## config.mk

```make
export PLATFORM = sky130hd
export DESIGN_NAME = clk_meas_sched_flat
export DESIGN_NICKNAME = d
export VERILOG_FILES = /design/src/rtl/clk_meas_pkg.sv /design/src/rtl/clk_meas_sched_if.sv /design/src/rtl/clk_meas_rr_pick.sv /design/src/rtl/clk_meas_sched.sv /design/src/flat_wrapper.sv
export SDC_FILE = /design/constraint.sdc
export NUM_CORES = 1
export LEC_CHECK = 0
export CAP_MARGIN = 20
export CORE_MARGIN = 1
export CORE_UTILIZATION = 55
export CTS_BUF_LIST = sky130_fd_sc_hd__clkbuf_8
export DETAILED_ROUTE_END_ITERATION = 16
export DONT_BUFFER_PORTS = 1
export PLACE_DENSITY = 0.7
export SETUP_SLACK_MARGIN = 0.4
export SLEW_MARGIN = 30
export SYNTH_ARGS = -nofsm -noshare
export SYNTH_HDL_FRONTEND = slang
export SYNTH_HIERARCHICAL = 1
export SYNTH_SLANG_ARGS = --single-unit
```

## constraint.sdc

```tcl
create_clock -name ref_clk -period 2.6 [get_ports ref_clk]
set_input_delay 0.52 -clock ref_clk [delete_from_list [all_inputs] [get_ports ref_clk]]
set_output_delay 0.52 -clock ref_clk [all_outputs]
set_load 0.1 [all_outputs]
```

## src/rtl/clk_meas_pkg.sv

```systemverilog
// Shared types and constants for the clock-measurement scheduler.
package clk_meas_pkg;

  typedef enum logic [2:0] {
    ST_IDLE,
    ST_SELECT,
    ST_START,
    ST_WINDOW,
    ST_STOP,
    ST_WAIT,
    ST_OUT
  } state_t;

  localparam int RES_W = 8;
  localparam logic [RES_W-1:0] RES_ERR_VAL = 8'hFF;

  function automatic int ch_width(input int n_clk);
    return (n_clk > 1) ? $clog2(n_clk) : 1;
  endfunction

  // One down-counter serves settle, window and timeout, so size it for the largest.
  function automatic int cnt_width(input int win_log2, input int settle, input int tmo);
    int w;
    w = win_log2 + 1;
    if ($clog2(settle + 1) > w) w = $clog2(settle + 1);
    if ($clog2(tmo + 1) > w) w = $clog2(tmo + 1);
    return w;
  endfunction

endpackage

```

## src/rtl/clk_meas_sched_if.sv

```systemverilog
// Datapath control/result and readout valid/ready bundle for the measurement scheduler.
interface clk_meas_sched_if #(
  parameter int N_CLK = 4
);
  import clk_meas_pkg::*;

  localparam int CH_W = ch_width(N_CLK);

  logic             dp_start;
  logic             dp_stop;
  logic             dp_valid;
  logic [RES_W-1:0] dp_mult;
  logic [RES_W-1:0] dp_frac;

  logic             res_valid;
  logic             res_ready;
  logic [CH_W-1:0]  res_ch;
  logic [RES_W-1:0] res_mult;
  logic [RES_W-1:0] res_frac;
  logic             res_err;

  modport master (
    output dp_start, dp_stop,
    input  dp_valid, dp_mult, dp_frac,
    output res_valid, res_ch, res_mult, res_frac, res_err,
    input  res_ready
  );

  modport slave (
    input  dp_start, dp_stop,
    output dp_valid, dp_mult, dp_frac,
    input  res_valid, res_ch, res_mult, res_frac, res_err,
    output res_ready
  );

endinterface

```

## src/rtl/clk_meas_rr_pick.sv

```systemverilog
// Round-robin channel picker: first set mask bit starting at cur (incl=1) or after cur (incl=0).
module clk_meas_rr_pick #(
  parameter int N_CLK = 4,
  parameter int CH_W  = 2
) (
  input  logic [N_CLK-1:0] mask,
  input  logic [CH_W-1:0]  cur,
  input  logic             incl,
  output logic [CH_W-1:0]  pick,
  output logic             found
);

  int             idx;
  logic [CH_W-1:0] idx_c;

  // Exclusive search still visits cur last, so a lone set bit re-selects itself.
  always_comb begin
    pick  = cur;
    found = 1'b0;
    idx   = 0;
    idx_c = '0;
    for (int k = 0; k < N_CLK; k++) begin
      idx   = (int'(cur) + (incl ? 0 : 1) + k) % N_CLK;
      idx_c = CH_W'(idx);
      if (!found && mask[idx_c]) begin
        found = 1'b1;
        pick  = idx_c;
      end
    end
  end

endmodule

```

## src/rtl/clk_meas_sched.sv

```systemverilog
// Round-robin frequency-measurement sequencer: select, settle, timed window, collect, report.
module clk_meas_sched
  import clk_meas_pkg::*;
#(
  parameter  int N_CLK    = 4,
  parameter  int WIN_LOG2 = 8,
  parameter  int SETTLE   = 4,
  parameter  int TMO      = 64,
  localparam int CH_W     = ch_width(N_CLK)
) (
  input  logic             ref_clk,
  input  logic             w_rst,
  input  logic             en,
  input  logic [N_CLK-1:0] ch_mask,
  output logic [CH_W-1:0]  sel,
  output logic             busy,
  clk_meas_sched_if.master bus
);

  localparam int CNT_W = cnt_width(WIN_LOG2, SETTLE, TMO);
  localparam logic [CNT_W-1:0] SETTLE_LD = CNT_W'(SETTLE - 1);
  localparam logic [CNT_W-1:0] WIN_LD    = CNT_W'((1 << WIN_LOG2) - 1);
  localparam logic [CNT_W-1:0] TMO_LD    = CNT_W'(TMO - 1);

  state_t           state, state_nx;
  logic [CNT_W-1:0] cnt, cnt_nx;
  logic             sel_ld;
  logic             cap_ok;
  logic             cap_tmo;
  logic [CH_W-1:0]  pick;
  logic             found;

  logic [CH_W-1:0]  sel_r;
  logic [CH_W-1:0]  res_ch_r;
  logic [RES_W-1:0] res_mult_r;
  logic [RES_W-1:0] res_frac_r;
  logic             res_err_r;

  // A timed-out measurement reports the all-ones marker instead of datapath data.
  function automatic logic [RES_W-1:0] res_word(input logic err, input logic [RES_W-1:0] v);
    return err ? RES_ERR_VAL : v;
  endfunction

  clk_meas_rr_pick #(
    .N_CLK (N_CLK),
    .CH_W  (CH_W)
  ) u_pick (
    .mask  (ch_mask),
    .cur   (sel_r),
    .incl  (state == ST_IDLE),
    .pick  (pick),
    .found (found)
  );

  always_ff @(posedge ref_clk) begin
    if (w_rst) begin
      state <= ST_IDLE;
      cnt   <= '0;
    end else begin
      state <= state_nx;
      cnt   <= cnt_nx;
    end
  end

  always_comb begin
    state_nx = state;
    cnt_nx   = cnt;
    sel_ld   = 1'b0;
    cap_ok   = 1'b0;
    cap_tmo  = 1'b0;
    case (state)
      ST_IDLE: begin
        if (en && found) begin
          sel_ld   = 1'b1;
          cnt_nx   = SETTLE_LD;
          state_nx = ST_SELECT;
        end
      end
      ST_SELECT: begin
        if (cnt == '0) state_nx = ST_START;
        else           cnt_nx   = cnt - CNT_W'(1);
      end
      ST_START: begin
        cnt_nx   = WIN_LD;
        state_nx = ST_WINDOW;
      end
      ST_WINDOW: begin
        if (cnt == '0) state_nx = ST_STOP;
        else           cnt_nx   = cnt - CNT_W'(1);
      end
      ST_STOP: begin
        cnt_nx   = TMO_LD;
        state_nx = ST_WAIT;
      end
      ST_WAIT: begin
        // A result arriving on the last allowed cycle still beats the timeout.
        if (bus.dp_valid) begin
          cap_ok   = 1'b1;
          state_nx = ST_OUT;
        end else if (cnt == '0) begin
          cap_tmo  = 1'b1;
          state_nx = ST_OUT;
        end else begin
          cnt_nx = cnt - CNT_W'(1);
        end
      end
      ST_OUT: begin
        if (bus.res_ready) begin
          if (en && found) begin
            sel_ld   = 1'b1;
            cnt_nx   = SETTLE_LD;
            state_nx = ST_SELECT;
          end else begin
            state_nx = ST_IDLE;
          end
        end
      end
      default: state_nx = ST_IDLE;
    endcase
  end

  always_ff @(posedge ref_clk) begin
    if (w_rst) begin
      sel_r      <= '0;
      res_ch_r   <= '0;
      res_mult_r <= '0;
      res_frac_r <= '0;
      res_err_r  <= 1'b0;
    end else begin
      if (sel_ld) sel_r <= pick;
      if (cap_ok || cap_tmo) begin
        res_ch_r   <= sel_r;
        res_mult_r <= res_word(cap_tmo, bus.dp_mult);
        res_frac_r <= res_word(cap_tmo, bus.dp_frac);
        res_err_r  <= cap_tmo;
      end
    end
  end

  assign sel           = sel_r;
  assign busy          = (state != ST_IDLE);
  assign bus.dp_start  = (state == ST_START);
  assign bus.dp_stop   = (state == ST_STOP);
  assign bus.res_valid = (state == ST_OUT);
  assign bus.res_ch    = res_ch_r;
  assign bus.res_mult  = res_mult_r;
  assign bus.res_frac  = res_frac_r;
  assign bus.res_err   = res_err_r;

endmodule

```

## src/flat_wrapper.sv

```systemverilog
// flat-port wrapper written by rule: the top's interface ports become plain ports
module clk_meas_sched_flat import clk_meas_pkg::*;
#(
  parameter  int N_CLK    = 4,
  parameter  int WIN_LOG2 = 8,
  parameter  int SETTLE   = 4,
  parameter  int TMO      = 64,
  localparam int CH_W     = ch_width(N_CLK)
)
  (ref_clk, w_rst, en, ch_mask, sel, busy, bus_dp_start, bus_dp_stop, bus_dp_valid, bus_dp_mult, bus_dp_frac, bus_res_valid, bus_res_ch, bus_res_mult, bus_res_frac, bus_res_err, bus_res_ready);
  clk_meas_sched_if #(.N_CLK(N_CLK)) bus_i ();
  input  logic ref_clk;
  input  logic w_rst;
  input  logic en;
  input  logic [N_CLK-1:0] ch_mask;
  output logic [CH_W-1:0] sel;
  output logic busy;
  output wire logic [$bits(bus_i.dp_start)-1:0] bus_dp_start;
  output wire logic [$bits(bus_i.dp_stop)-1:0] bus_dp_stop;
  input wire logic [$bits(bus_i.dp_valid)-1:0] bus_dp_valid;
  input wire logic [$bits(bus_i.dp_mult)-1:0] bus_dp_mult;
  input wire logic [$bits(bus_i.dp_frac)-1:0] bus_dp_frac;
  output wire logic [$bits(bus_i.res_valid)-1:0] bus_res_valid;
  output wire logic [$bits(bus_i.res_ch)-1:0] bus_res_ch;
  output wire logic [$bits(bus_i.res_mult)-1:0] bus_res_mult;
  output wire logic [$bits(bus_i.res_frac)-1:0] bus_res_frac;
  output wire logic [$bits(bus_i.res_err)-1:0] bus_res_err;
  input wire logic [$bits(bus_i.res_ready)-1:0] bus_res_ready;
  assign bus_dp_start = bus_i.dp_start;
  assign bus_dp_stop = bus_i.dp_stop;
  assign bus_i.dp_valid = bus_dp_valid;
  assign bus_i.dp_mult = bus_dp_mult;
  assign bus_i.dp_frac = bus_dp_frac;
  assign bus_res_valid = bus_i.res_valid;
  assign bus_res_ch = bus_i.res_ch;
  assign bus_res_mult = bus_i.res_mult;
  assign bus_res_frac = bus_i.res_frac;
  assign bus_res_err = bus_i.res_err;
  assign bus_i.res_ready = bus_res_ready;
  clk_meas_sched #(.N_CLK(N_CLK), .WIN_LOG2(WIN_LOG2), .SETTLE(SETTLE), .TMO(TMO)) u_core (.ref_clk(ref_clk), .w_rst(w_rst), .en(en), .ch_mask(ch_mask), .sel(sel), .busy(busy), .bus(bus_i));
endmodule
```

==> flow_metrics.tcl <==
set metrics [dict create \
    worstPathMaxFanout 8 \
    hold_violations 0 \
    rrSetupSlack_ns 0.37 \
    setup_viol 0 \
    vias 1915 \
    rows 21 \
    numPortBuffers 0 \
    timing.fmax_mhz 449 \
    grt_pass1_wl_mm 7.17 \
    period_minus_slack_ns 2.23 \
    yosysUniqueCellTypes 60 \
    ys.flop_type "dfxtp_1" \
    powerDensity_nw_per_um2 893 \
    start_kind "register" \
    multiInputGateArea_sq_um 1260 \
    relSlewSlack_pct 59.3 \
    grt_pass1_vias 1649 \
    drc 0 \
    p_leak_nw 0.924 \
    drv_cap 0 \
    wirelength_mm 4.74 \
    core_sq_um 3360 \
    critPathKind "register to register" \
    fin_skew_ns 0.00655 \
    gp_congestion 0.819 \
    drtIter0Drc 190 \
    drive_above_1_share_pct 30.7 \
    area_growth_pct 24.5 \
    worstMarginPinSlew_ns 0.607 \
    antenna_found_initial 0 \
    fin_util_pct 72.2 \
    irDropWorstVdd_mv 0.536 \
    synth_area_sq_um 1950 \
    die-height_microns 61.6 \
    antenna_left 0 \
    yosys_warnings 6 \
    cts_root_buffer "clkbuf_8" \
    ctsLongestPathBuffers 2 \
    async_flop_share_pct 0 \
    diodes 0 \
    ys_seq_area_share_pct 33.8 \
    htreeDepth 2 \
    vias_per_cell 6.18 \
    netSwitchingPower_uw 859 \
    dieArea_sq_um 3790 \
    nFillCells 280 \
    pwr-share-comb_pct 47.4 \
    cts.clk_slew.worst_paths_ns 0.07 \
    cts_tree "done" \
    grt_overflow 0 \
    setup-tns-final_ns 0 \
    grt_max_degree 33 \
    min_period_over_period_pct 85.6 \
    status "finished, final reports clean" \
    rsz0062_at_grt "yes" \
    syn_inst 238 \
    worstPathArrival_ns 2.44 \
    pwr-share-clk_pct 23.1 \
    drt_pass1_iterations 7 \
    grt_usage_pct 25.8 \
    cts_buffers 5 \
    switching_share_pct 39.6 \
    required_ns 2.82 \
    power_mw 2.17 \
    seq_area_sq_um 666 \
    hold_class "primary input to register" \
    setup.worst_path.end_class "register" \
    dieWidth_microns 61.6 \
    drv_slew 0 \
    synth.ff_latch_count 33 \
    dp.final_hpwl_mm 3.25 \
    synth-edff-count 0 \
    clock-sinks 33 \
    p_int_mw 1.31 \
    synth_nets 266 \
    wl_per_cell_microns 15.3 \
    num-nets-final 291 \
    syn_area_per_cell_sq_um 8.20 \
    clkLatencyLatePin_ns 0.28 \
    seq_power_share_pct 29.5 \
    io_pins 50 \
    initial_core_util_pct 58.0 \
]
cells in the final DEF, fill, tap and decap left out, drive strengths merged, types with 4 or more instances in the layout:
cell type | Yosys | layout
a211oi | 5 | 5
a21oi | 16 | 16
a31oi | 17 | 17
a32o | 4 | 4
buf | 6 | 38
clkbuf | 14 | 6
dfxtp | 33 | 33
inv | 9 | 9
nand2 | 45 | 45
nand2b | 4 | 4
nand3 | 5 | 5
nor2 | 8 | 8
nor3b | 4 | 4
nor4 | 4 | 4
o21ai | 12 | 12
cell usage after synthesis (3+ instances only):
cell	count	area share (%)
a211oi_1	5	1.9
a21oi_1	15	3.8
a31oi_1	17	5.4
a32o_1	4	2.1
buf_2	3	0.77
clkbuf_1	13	2.5
dfxtp_1	33	34
ha_1	3	1.9
inv_1	9	1.7
mux2i_1	3	1.5
nand2_1	44	8.5
nand2b_1	4	1.3
nand3_1	5	1.3
nor2_1	8	1.5
nor3b_1	4	1.5
nor4_1	3	0.96
o21ai_0	11	2.8
o31ai_1	3	1.2
worst paths after layout:
check	from	to	cells past startpoint
min reg2reg	u_core/cnt[8]	u_core/cnt[8]	2
max reg2reg	u_core/state[1]	u_core/sel[1]	11
min	w_rst	u_core/state[2]	1
max	u_core/state[1]	u_core/sel[1]	11
worst max-delay path: stages, from the launching register on:
cell and delay (ns):
dfxtp_2 0.32, or3_4 0.40, inv_4 0.07, inv_2 0.04, ha_4 0.16, xor2_2 0.18
buf_6 0.15, a211oi_1 0.28, nor4_2 0.11, o32ai_2 0.26, mux2i_1 0.10, nor2_1 0.10
timing repair:
action,4_1_cts,5_1_grt
gates cloned,0,0
setup buffers,3,3
endpoints found under the setup margin,9,15
hold buffers,0,0
gates resized for setup,2,10
pin swaps,2,5
per-layer routing:
layer,global-route usage [%],wire length (microns),up-vias
met4,8.57,21,0
met1,32.3,2060,908
met5,0,0,-
met3,4.83,303,4
li1,-,-,932
met2,44.5,2360,71
cell type report:
class	instances	area share, %
multi-input combinational	176	51.8
sequential	33	27.4
timing repair buffer	38	12.0
clock buffer	6	3.40
tap	46	2.37
clock inverter	2	1.54
inverter	9	1.49
power by group through the flow:
| stage | Combinational [mW] | Sequential [mW] | Clock (mW) |
|---|---|---|---|
| 5_1_grt | 1.11 | 0.645 | 0.534 |
| 6_report | 1.03 | 0.639 | 0.502 |
| 4_1_cts | 0.958 | 0.633 | 0.512 |
| 3_3_place_gp | 0.882 | 0.638 | 0 |
| 2_1_floorplan | 0.712 | 0.701 | 0 |
| 3_5_place_dp | 0.918 | 0.644 | 0 |
logic make-up (layout without fill, tap and decap cells):
group	Yosys count	in the layout	share of synthesized area, %
AO/OA/AOI/OAI	79	79	29.6
XOR/XNOR	1	1	0.449
adder cells (fa/ha/maj)	3	3	1.92
buffers and inverters	29	55	7.18
flip-flops	33	33	33.8
multiplexers	4	4	2.12
AND/OR/NAND/NOR	89	89	24.9
state kept, by name (all words and copies together), names as in the netlist:
register             cells
u_core/sel               2
u_core/bus.res_ch        2
u_core/state             3
u_core/bus.res_mult      8
u_core/cnt               9
u_core/bus.res_frac      8
u_core/bus.res_err       1
per-stage QoR:
stage | hold WS [ns] | setup slack, ns | cell area (sq um) | cells
after floorplan | 0.456 | 0.0711 | 2020 | 238
after global placement | 0.474 | 0.395 | 2210 | 296
after detailed placement | 0.478 | 0.333 | 2210 | 296
after CTS | 0.286 | 0.377 | 2360 | 307
after global routing | 0.290 | 0.255 | 2430 | 310
final | 0.291 | 0.375 | 2430 | 310
Note: power is estimated with default switching activity, not from simulation.
